**config.mk**
```make
export PLATFORM = sky130hd
export DESIGN_NAME = mem_store_buffer
export DESIGN_NICKNAME = d
export VERILOG_FILES = /design/src/rtl/mem_store_buffer_pkg.sv /design/src/rtl/mem_store_buffer_fifo.sv /design/src/rtl/mem_store_buffer.sv
export SDC_FILE = /design/constraint.sdc
export NUM_CORES = 1
export LEC_CHECK = 0
export ABC_AREA = 1
export BUFFER_PORTS_ARGS = -buffer_cell sky130_fd_sc_hd__clkbuf_2
export CAP_MARGIN = 20
export CORE_MARGIN = 2
export CORE_UTILIZATION = 60
export CTS_CLUSTER_SIZE = 12
export DETAILED_ROUTE_END_ITERATION = 12
export PLACE_DENSITY = 0.92
export SYNTH_ARGS = -nofsm -noshare
export SYNTH_HDL_FRONTEND = slang
export SYNTH_SLANG_ARGS = --single-unit
```
**constraint.sdc**
```tcl
create_clock -name CLK -period 7.42 [get_ports CLK]
set_clock_uncertainty 0.2 [all_clocks]
set_input_delay 0.371 -clock CLK [delete_from_list [all_inputs] [get_ports CLK]]
set_output_delay 0.371 -clock CLK [all_outputs]
set_load 0.02 [all_outputs]
```
**src/rtl/mem_store_buffer_pkg.sv**
```systemverilog
// Shared definitions for the MEM-stage posted-store buffer.
//   - store size encodings (as carried on WSize_IN / DC_WSize)
//   - cache-side FSM state type
//   - buffered store record and a same-word compare helper
package mem_store_buffer_pkg;

  localparam logic [1:0] WSIZE_WORD = 2'd0;
  localparam logic [1:0] WSIZE_BYTE = 2'd1;
  localparam logic [1:0] WSIZE_HALF = 2'd2;
  localparam logic [1:0] WSIZE_3B   = 2'd3;

  typedef enum logic [1:0] {
    ST_IDLE  = 2'd0,
    ST_LOAD  = 2'd1,
    ST_DRAIN = 2'd2,
    ST_FLUSH = 2'd3
  } sb_state_e;

  typedef struct packed {
    logic [31:0] addr;
    logic [31:0] data;
    logic [1:0]  size;
  } sb_entry_t;

  // Two byte addresses fall in the same 32-bit word.
  function automatic logic same_word(input logic [31:0] a, input logic [31:0] b);
    return a[31:2] == b[31:2];
  endfunction

endpackage

```
**src/rtl/mem_store_buffer_fifo.sv**
```systemverilog
// store_fifo: circular store queue for mem_store_buffer.
// Ports:
//   CLK, RESET          clock, asynchronous active-low reset (empties queue)
//   i_push, i_entry     enqueue a store record at the tail
//   i_pop               drop the head record
//   o_head              record at the head
//   o_full, o_empty     occupancy flags
//   i_cmp_addr          byte address compared against every valid entry
//   o_match_vec         per-slot same-word match (valid slots only)
//   o_match_any         at least one slot matches
//   o_young_idx         slot of the most recently enqueued matching entry
//   o_young_entry       record held in that slot
module store_fifo
  import mem_store_buffer_pkg::*;
#(
  parameter int unsigned DEPTH = 4
) (
  input  logic                       CLK,
  input  logic                       RESET,
  input  logic                       i_push,
  input  sb_entry_t                  i_entry,
  input  logic                       i_pop,
  output sb_entry_t                  o_head,
  output logic                       o_full,
  output logic                       o_empty,
  input  logic [31:0]                i_cmp_addr,
  output logic [DEPTH-1:0]           o_match_vec,
  output logic                       o_match_any,
  output logic [$clog2(DEPTH)-1:0]   o_young_idx,
  output sb_entry_t                  o_young_entry
);

  localparam int unsigned AW = $clog2(DEPTH);
  localparam logic [AW:0] PTR_ONE = {{AW{1'b0}}, 1'b1};

  sb_entry_t   r_mem [DEPTH];
  logic [AW:0] r_wr_ptr;
  logic [AW:0] r_rd_ptr;
  logic [AW:0] w_count;

  assign w_count = r_wr_ptr - r_rd_ptr;
  assign o_empty = (r_wr_ptr == r_rd_ptr);
  assign o_full  = (r_wr_ptr[AW] != r_rd_ptr[AW]) &&
                   (r_wr_ptr[AW-1:0] == r_rd_ptr[AW-1:0]);
  assign o_head  = r_mem[r_rd_ptr[AW-1:0]];

  always_ff @(posedge CLK or negedge RESET) begin
    if (!RESET) begin
      r_wr_ptr <= '0;
      r_rd_ptr <= '0;
    end else begin
      if (i_push) r_wr_ptr <= r_wr_ptr + PTR_ONE;
      if (i_pop)  r_rd_ptr <= r_rd_ptr + PTR_ONE;
    end
  end

  // Storage carries no reset; validity comes from the pointers alone.
  // A push while full is only issued together with a pop, so the slot
  // written is the head being retired on the same edge.
  always_ff @(posedge CLK) begin
    if (i_push) r_mem[r_wr_ptr[AW-1:0]] <= i_entry;
  end

  // Walk from oldest to newest; the last hit seen is the youngest match.
  always_comb begin
    logic [AW-1:0] v_slot;
    o_match_vec = '0;
    o_match_any = 1'b0;
    o_young_idx = '0;
    v_slot      = '0;
    for (int unsigned i = 0; i < DEPTH; i++) begin
      v_slot = r_rd_ptr[AW-1:0] + i[AW-1:0];
      if (i < 32'(w_count) && same_word(r_mem[v_slot].addr, i_cmp_addr)) begin
        o_match_vec[v_slot] = 1'b1;
        o_match_any         = 1'b1;
        o_young_idx         = v_slot;
      end
    end
  end

  assign o_young_entry = r_mem[o_young_idx];

endmodule

```
**src/rtl/mem_store_buffer.sv**
```systemverilog
// mem_store_buffer: posted-store write buffer between MEM and the data cache.
// Stores retire into a queue in the cycle they are presented and drain to the
// cache in the background; loads wait only for same-word stores.
// Optional feature macro: MEM_STORE_FWD_EN -- answer a conflicting load from
// the buffer when the youngest matching entry is an aligned full word.
// Ports:
//   CLK, RESET                           clock, async active-low reset
//   MemRead_IN/MemWrite_IN/MemFlush_IN   MEM request (one-hot or idle)
//   Addr_IN, WData_IN, WSize_IN          request address, store data, size
//   RData_OUT, Valid_OUT                 load data, request complete (comb)
//   DC_Read/DC_Write/DC_Flush            registered cache request strobes
//   DC_Addr, DC_WData, DC_WSize          registered cache request payload
//   DC_RData, DC_Valid                   cache read data, completion pulse
module mem_store_buffer
  import mem_store_buffer_pkg::*;
#(
  parameter int unsigned DEPTH = 4
) (
  input  logic        CLK,
  input  logic        RESET,
  input  logic        MemRead_IN,
  input  logic        MemWrite_IN,
  input  logic        MemFlush_IN,
  input  logic [31:0] Addr_IN,
  input  logic [31:0] WData_IN,
  input  logic [1:0]  WSize_IN,
  output logic [31:0] RData_OUT,
  output logic        Valid_OUT,
  output logic        DC_Read,
  output logic        DC_Write,
  output logic        DC_Flush,
  output logic [31:0] DC_Addr,
  output logic [31:0] DC_WData,
  output logic [1:0]  DC_WSize,
  input  logic [31:0] DC_RData,
  input  logic        DC_Valid
);

  sb_state_e r_state, w_state_nxt;

  logic        r_dc_read,  w_dc_read_nxt;
  logic        r_dc_write, w_dc_write_nxt;
  logic        r_dc_flush, w_dc_flush_nxt;
  logic [31:0] r_dc_addr,  w_dc_addr_nxt;
  logic [31:0] r_dc_wdata, w_dc_wdata_nxt;
  logic [1:0]  r_dc_wsize, w_dc_wsize_nxt;
  logic [31:0] r_rdata;

  sb_entry_t                w_entry;
  sb_entry_t                w_head;
  sb_entry_t                w_young;
  logic                     w_full;
  logic                     w_empty;
  logic                     w_push;
  logic                     w_pop;
  logic [DEPTH-1:0]         w_match_vec;
  logic                     w_match_any;
  logic [$clog2(DEPTH)-1:0] w_young_idx;
  logic                     w_fwd_hit;
  logic                     w_load_go;
  logic                     w_load_done;
  logic                     w_unused_cmp;

  assign w_entry = '{addr: Addr_IN, data: WData_IN, size: WSize_IN};

  // Head retires on the DC_Valid edge of a drain; a store arriving in that
  // same cycle can take the freed slot even when the queue is full.
  assign w_pop  = (r_state == ST_DRAIN) && DC_Valid;
  assign w_push = MemWrite_IN && (!w_full || w_pop);

  store_fifo #(.DEPTH(DEPTH)) u_fifo (
    .CLK           (CLK),
    .RESET         (RESET),
    .i_push        (w_push),
    .i_entry       (w_entry),
    .i_pop         (w_pop),
    .o_head        (w_head),
    .o_full        (w_full),
    .o_empty       (w_empty),
    .i_cmp_addr    (Addr_IN),
    .o_match_vec   (w_match_vec),
    .o_match_any   (w_match_any),
    .o_young_idx   (w_young_idx),
    .o_young_entry (w_young)
  );

  assign w_unused_cmp = ^{w_match_vec, w_young_idx, w_young};

`ifdef MEM_STORE_FWD_EN
  // Only an aligned full-word store fully covers the loaded word.
  assign w_fwd_hit = MemRead_IN && w_match_any && (r_state != ST_LOAD) &&
                     (w_young.size == WSIZE_WORD) && (w_young.addr[1:0] == 2'b00);
`else
  assign w_fwd_hit = 1'b0;
`endif

  assign w_load_go   = MemRead_IN && !w_match_any;
  assign w_load_done = (r_state == ST_LOAD) && DC_Valid;

  assign Valid_OUT = RESET &&
                     ((MemWrite_IN && (!w_full || w_pop)) ||
                      (MemRead_IN  && (w_fwd_hit || w_load_done)) ||
                      (MemFlush_IN && (r_state == ST_FLUSH) && DC_Valid));

  assign RData_OUT = w_fwd_hit   ? w_young.data :
                     w_load_done ? DC_RData     : r_rdata;

  always_comb begin
    w_state_nxt    = r_state;
    w_dc_read_nxt  = r_dc_read;
    w_dc_write_nxt = r_dc_write;
    w_dc_flush_nxt = r_dc_flush;
    w_dc_addr_nxt  = r_dc_addr;
    w_dc_wdata_nxt = r_dc_wdata;
    w_dc_wsize_nxt = r_dc_wsize;
    case (r_state)
      ST_IDLE: begin
        if (w_load_go) begin
          w_state_nxt    = ST_LOAD;
          w_dc_read_nxt  = 1'b1;
          w_dc_addr_nxt  = Addr_IN;
          w_dc_wdata_nxt = '0;
          w_dc_wsize_nxt = WSIZE_WORD;
        end else if (!w_empty) begin
          w_state_nxt    = ST_DRAIN;
          w_dc_write_nxt = 1'b1;
          w_dc_addr_nxt  = w_head.addr;
          w_dc_wdata_nxt = w_head.data;
          w_dc_wsize_nxt = w_head.size;
        end else if (MemFlush_IN) begin
          w_state_nxt    = ST_FLUSH;
          w_dc_flush_nxt = 1'b1;
          w_dc_addr_nxt  = '0;
          w_dc_wdata_nxt = '0;
          w_dc_wsize_nxt = WSIZE_WORD;
        end
      end
      ST_LOAD, ST_DRAIN, ST_FLUSH: begin
        if (DC_Valid) begin
          w_state_nxt    = ST_IDLE;
          w_dc_read_nxt  = 1'b0;
          w_dc_write_nxt = 1'b0;
          w_dc_flush_nxt = 1'b0;
          w_dc_addr_nxt  = '0;
          w_dc_wdata_nxt = '0;
          w_dc_wsize_nxt = '0;
        end
      end
      default: w_state_nxt = ST_IDLE;
    endcase
  end

  always_ff @(posedge CLK or negedge RESET) begin
    if (!RESET) begin
      r_state    <= ST_IDLE;
      r_dc_read  <= 1'b0;
      r_dc_write <= 1'b0;
      r_dc_flush <= 1'b0;
      r_dc_addr  <= '0;
      r_dc_wdata <= '0;
      r_dc_wsize <= '0;
      r_rdata    <= '0;
    end else begin
      r_state    <= w_state_nxt;
      r_dc_read  <= w_dc_read_nxt;
      r_dc_write <= w_dc_write_nxt;
      r_dc_flush <= w_dc_flush_nxt;
      r_dc_addr  <= w_dc_addr_nxt;
      r_dc_wdata <= w_dc_wdata_nxt;
      r_dc_wsize <= w_dc_wsize_nxt;
      if (MemRead_IN && (w_fwd_hit || w_load_done)) r_rdata <= RData_OUT;
    end
  end

  assign DC_Read  = r_dc_read;
  assign DC_Write = r_dc_write;
  assign DC_Flush = r_dc_flush;
  assign DC_Addr  = r_dc_addr;
  assign DC_WData = r_dc_wdata;
  assign DC_WSize = r_dc_wsize;

endmodule

```
==> impl_metrics.json <==
{
  "status": "complete, no violations",
  "synth_cells": 2395,
  "ir_worst_vdd_uv": 407,
  "ys_seq_area_share_pct": 55.0,
  "hold_start": "Addr_IN[13]",
  "portBuffers": 205,
  "cts.sinks": 373,
  "rsz0062_at_grt": "false",
  "drt-pass1-iter-count": 7,
  "grt_pass1_vias": 18800,
  "grt_max_degree": 122,
  "antenna_found_initial": 0,
  "cp.required_ps": 7710,
  "drive_gt1_share_pct": 11.5,
  "crit_path_max_incr_delay_ps": 810,
  "holdBufCountCts": 90,
  "synth_ff_type": "edfxtp_1",
  "htreeDepth": 2,
  "synth.ff_latch_count": 373,
  "max_freq_ghz": 0.179,
  "crit_slowest_cell": "dfrtp_4",
  "start_kind": "flip-flop",
  "synth_fp_nets": 2507,
  "synth_most_common_cell": "nand2_1",
  "num_rows": 65,
  "path_delay_family": "simple AND/OR/NAND/NOR gates",
  "gp_congestion": 0.948,
  "detail_route.vias_per_cell": 6.34,
  "clkLatencyLatePin_ps": 570,
  "fill_cells": 2183,
  "syn_to_final_growth_pct": 18.3,
  "cts_root_buf": "clkbuf_16",
  "grt_usage_pct": 38.0,
  "critPathMaxFanout": 74,
  "place_hpwl_um": 37700,
  "initial_core_util_pct": 61.2,
  "yosys-top-cells-area": "edfxtp_1 41%, nand2_1 18%, dfrtp_1 14%, nand3_1 11%, nor2_1 3.9%",
  "fin_tns_setup_ps": 0,
  "ys_types": 26,
  "wl_per_cell_um": 21.1,
  "synth_area_per_cell_um2": 8.08,
  "criticalPathCategory": "flip-flop to flip-flop",
  "synth_top_area_cell": "edfxtp_1",
  "async_flop_share_pct": 29.2,
  "period_needed_ps": 5600,
  "die_area_um2": 33700,
  "r2r-start": "u_fifo.r_rd_ptr[0]",
  "routed_wirelength_um": 64600,
  "post_cts_buffers": 0,
  "yosys_warnings": 0,
  "critical_path.startpoint": "u_fifo.r_rd_ptr[0]",
  "cp_common_cell": "nand2_1",
  "die_w_um": 184,
  "grt_pass1_wl_um": 99600,
  "synth_edf_count": 264,
  "period_share_pct": 75.4,
  "p_leak_nw": 10.6,
  "drc_errors": 0,
  "cts_buffer_depth": 3,
  "crit_chain": "buf_4 -> buf_4 -> nand2_1 -> nand3_1 -> nand2_1 -> nand2_1 -> nand2_1 -> nor2_1 -> nand2_1 -> nor2_1 -> nand2_1 -> nor2_1 -> nor2_1 -> nand3_2 -> nand2_1 -> nand2_2 -> buf_4 -> nand2_1 -> nand2_1",
  "worstHoldPathType": "input pin to flip-flop",
  "synth_common_cells": "941 x nand2_1, 412 x nand3_1, 264 x edfxtp_1",
  "power.density_nw_per_um2": 476,
  "cts_resized": 0,
  "hold_violations": 0,
  "final_util_pct": 72.4,
  "critPathBufInv": 3,
  "ant_nets": 0,
  "core_area_um2": 31600,
  "antennaDiodeCount": 0,
  "cts_tree": "done",
  "overflow": 0,
  "synth.top_cell.area_share_pct": 40.9,
  "finalSetupViolCount": 0,
  "vias": 19400,
  "syn_area_um2": 19400,
  "die_y_um": 184,
  "drv_cap": 0,
  "finalMaxSlewViolations": 0,
  "endpoint_kind": "flip-flop",
  "drt_iter0_markers": 3260,
  "final_nets": 2743,
  "critPathArrivalTime_ps": 5890,
  "pin_count": 206,
  "clk_pin_slew_worst_paths_ps": 60,
  "relSlewSlack_pct": 19.1,
  "worst_pin_slew_ps": 1210,
  "cts_buffers": 41
}
==> power breakdown <==
group          switching (mW)  internal (mW)
Combinational            4.05           1.56
Clock                   0.895           1.17
Sequential              0.370           2.87
==> state kept, by name, indices dropped and copies added (netlist names) <==
signal and flops:
u_fifo.r_mem 264, DC_Addr 32, DC_WData 32, r_rdata 32, u_fifo.r_rd_ptr 3, u_fifo.r_wr_ptr 3
DC_WSize 2, r_state 2, DC_Flush 1, DC_Read 1, DC_Write 1
==> worst reg2reg max path, stage by stage, from the launching register on <==
cell     delay, ps
dfrtp_4        810
buf_4          700
buf_4          810
nand2_1        200
nand3_1        170
nand2_1        130
nand2_1         90
nand2_1        120
nor2_1         120
nand2_1         90
nor2_1         120
nand2_1         80
nor2_1         180
nor2_1          80
nand3_2        110
nand2_1        110
nand2_2        570
buf_4          510
nand2_1        180
nand2_1        150
==> cells by family (layout without fill, tap and decap cells) <==
family / Yosys count / after routing / share of synthesized area [%]
flip-flops: 373 / 373 / 55.0
XOR/XNOR: 4 / 4 / 0.181
AO/OA/AOI/OAI: 188 / 188 / 5.10
adder cells (fa/ha/maj): 8 / 8 / 0.556
AND/OR/NAND/NOR: 1605 / 1605 / 34.5
buffers and inverters: 217 / 485 / 4.66
==> metal layers <==
| metal | routed length [um] | part of all wire (%) | GRT usage (%) |
|---|---|---|---|
| met1 | 22200 | 34 | 47.2 |
| met2 | 30100 | 47 | 62.0 |
| met3 | 8350 | 13 | 8.26 |
| met4 | 3960 | 6.1 | 21.9 |
| met5 | 0 | 0 | 0 |
==> metrics by stage <==
step	hold WS [ps]	power [mW]	std cells	cell area, um^2	setup WS (ps)
floorplan	-125	6.87	2395	19400	1940
global placement	172	8.21	2896	20600	2500
detailed placement	187	8.43	2897	20600	2260
CTS	3.33	10.5	3062	22800	2180
global route	23.2	11.5	3065	22900	1550
finish	14.1	10.9	3065	22900	1820
==> worst paths after layout <==
| path | cells after the start | endpoint | slack, ps |
|---|---|---|---|
| worst max-delay path | 19 | DC_WData[23] | 1820 |
| worst min-delay path | 1 | u_fifo.r_mem[3][47] | 10 |
| worst max register to register | 19 | DC_WData[23] | 1820 |
| worst min register to register | 2 | DC_WData[0] | 290 |
| max in group asynchronous | 3 | u_fifo.r_rd_ptr[0] | 5430 |
| min in group asynchronous | 2 | DC_WData[11] | 130 |
==> layout by cell type (no fill, tap or decap), drive strengths merged <==
cell,netlist,layout
clkbuf,73,266
clkinvlp,0,1
inv,87,88
a31oi,1,1
dfrtp,109,109
nand4,49,49
o21ai,148,148
nor3,1,1
a21oi,4,4
bufinv,0,2
xor2,4,4
ha,7,7
edfxtp,264,264
nor2,200,200
dlygate4sd3,0,90
nand3,413,413
fa,1,1
nand2,942,942
o211ai,1,1
buf,56,28
o22ai,34,34
clkinv,1,10
==> cell type report <==
cell class	instances	area (um^2)	area share, %
flip-flops and latches	373	10700	46.5
multi-input cells	1805	7850	34.3
repair buffers	322	2220	9.68
clock buffers	62	1160	5.05
well taps	402	503	2.20
inverters	88	333	1.45
clock inverters	13	184	0.803
Power figures use the tool's default switching activity.
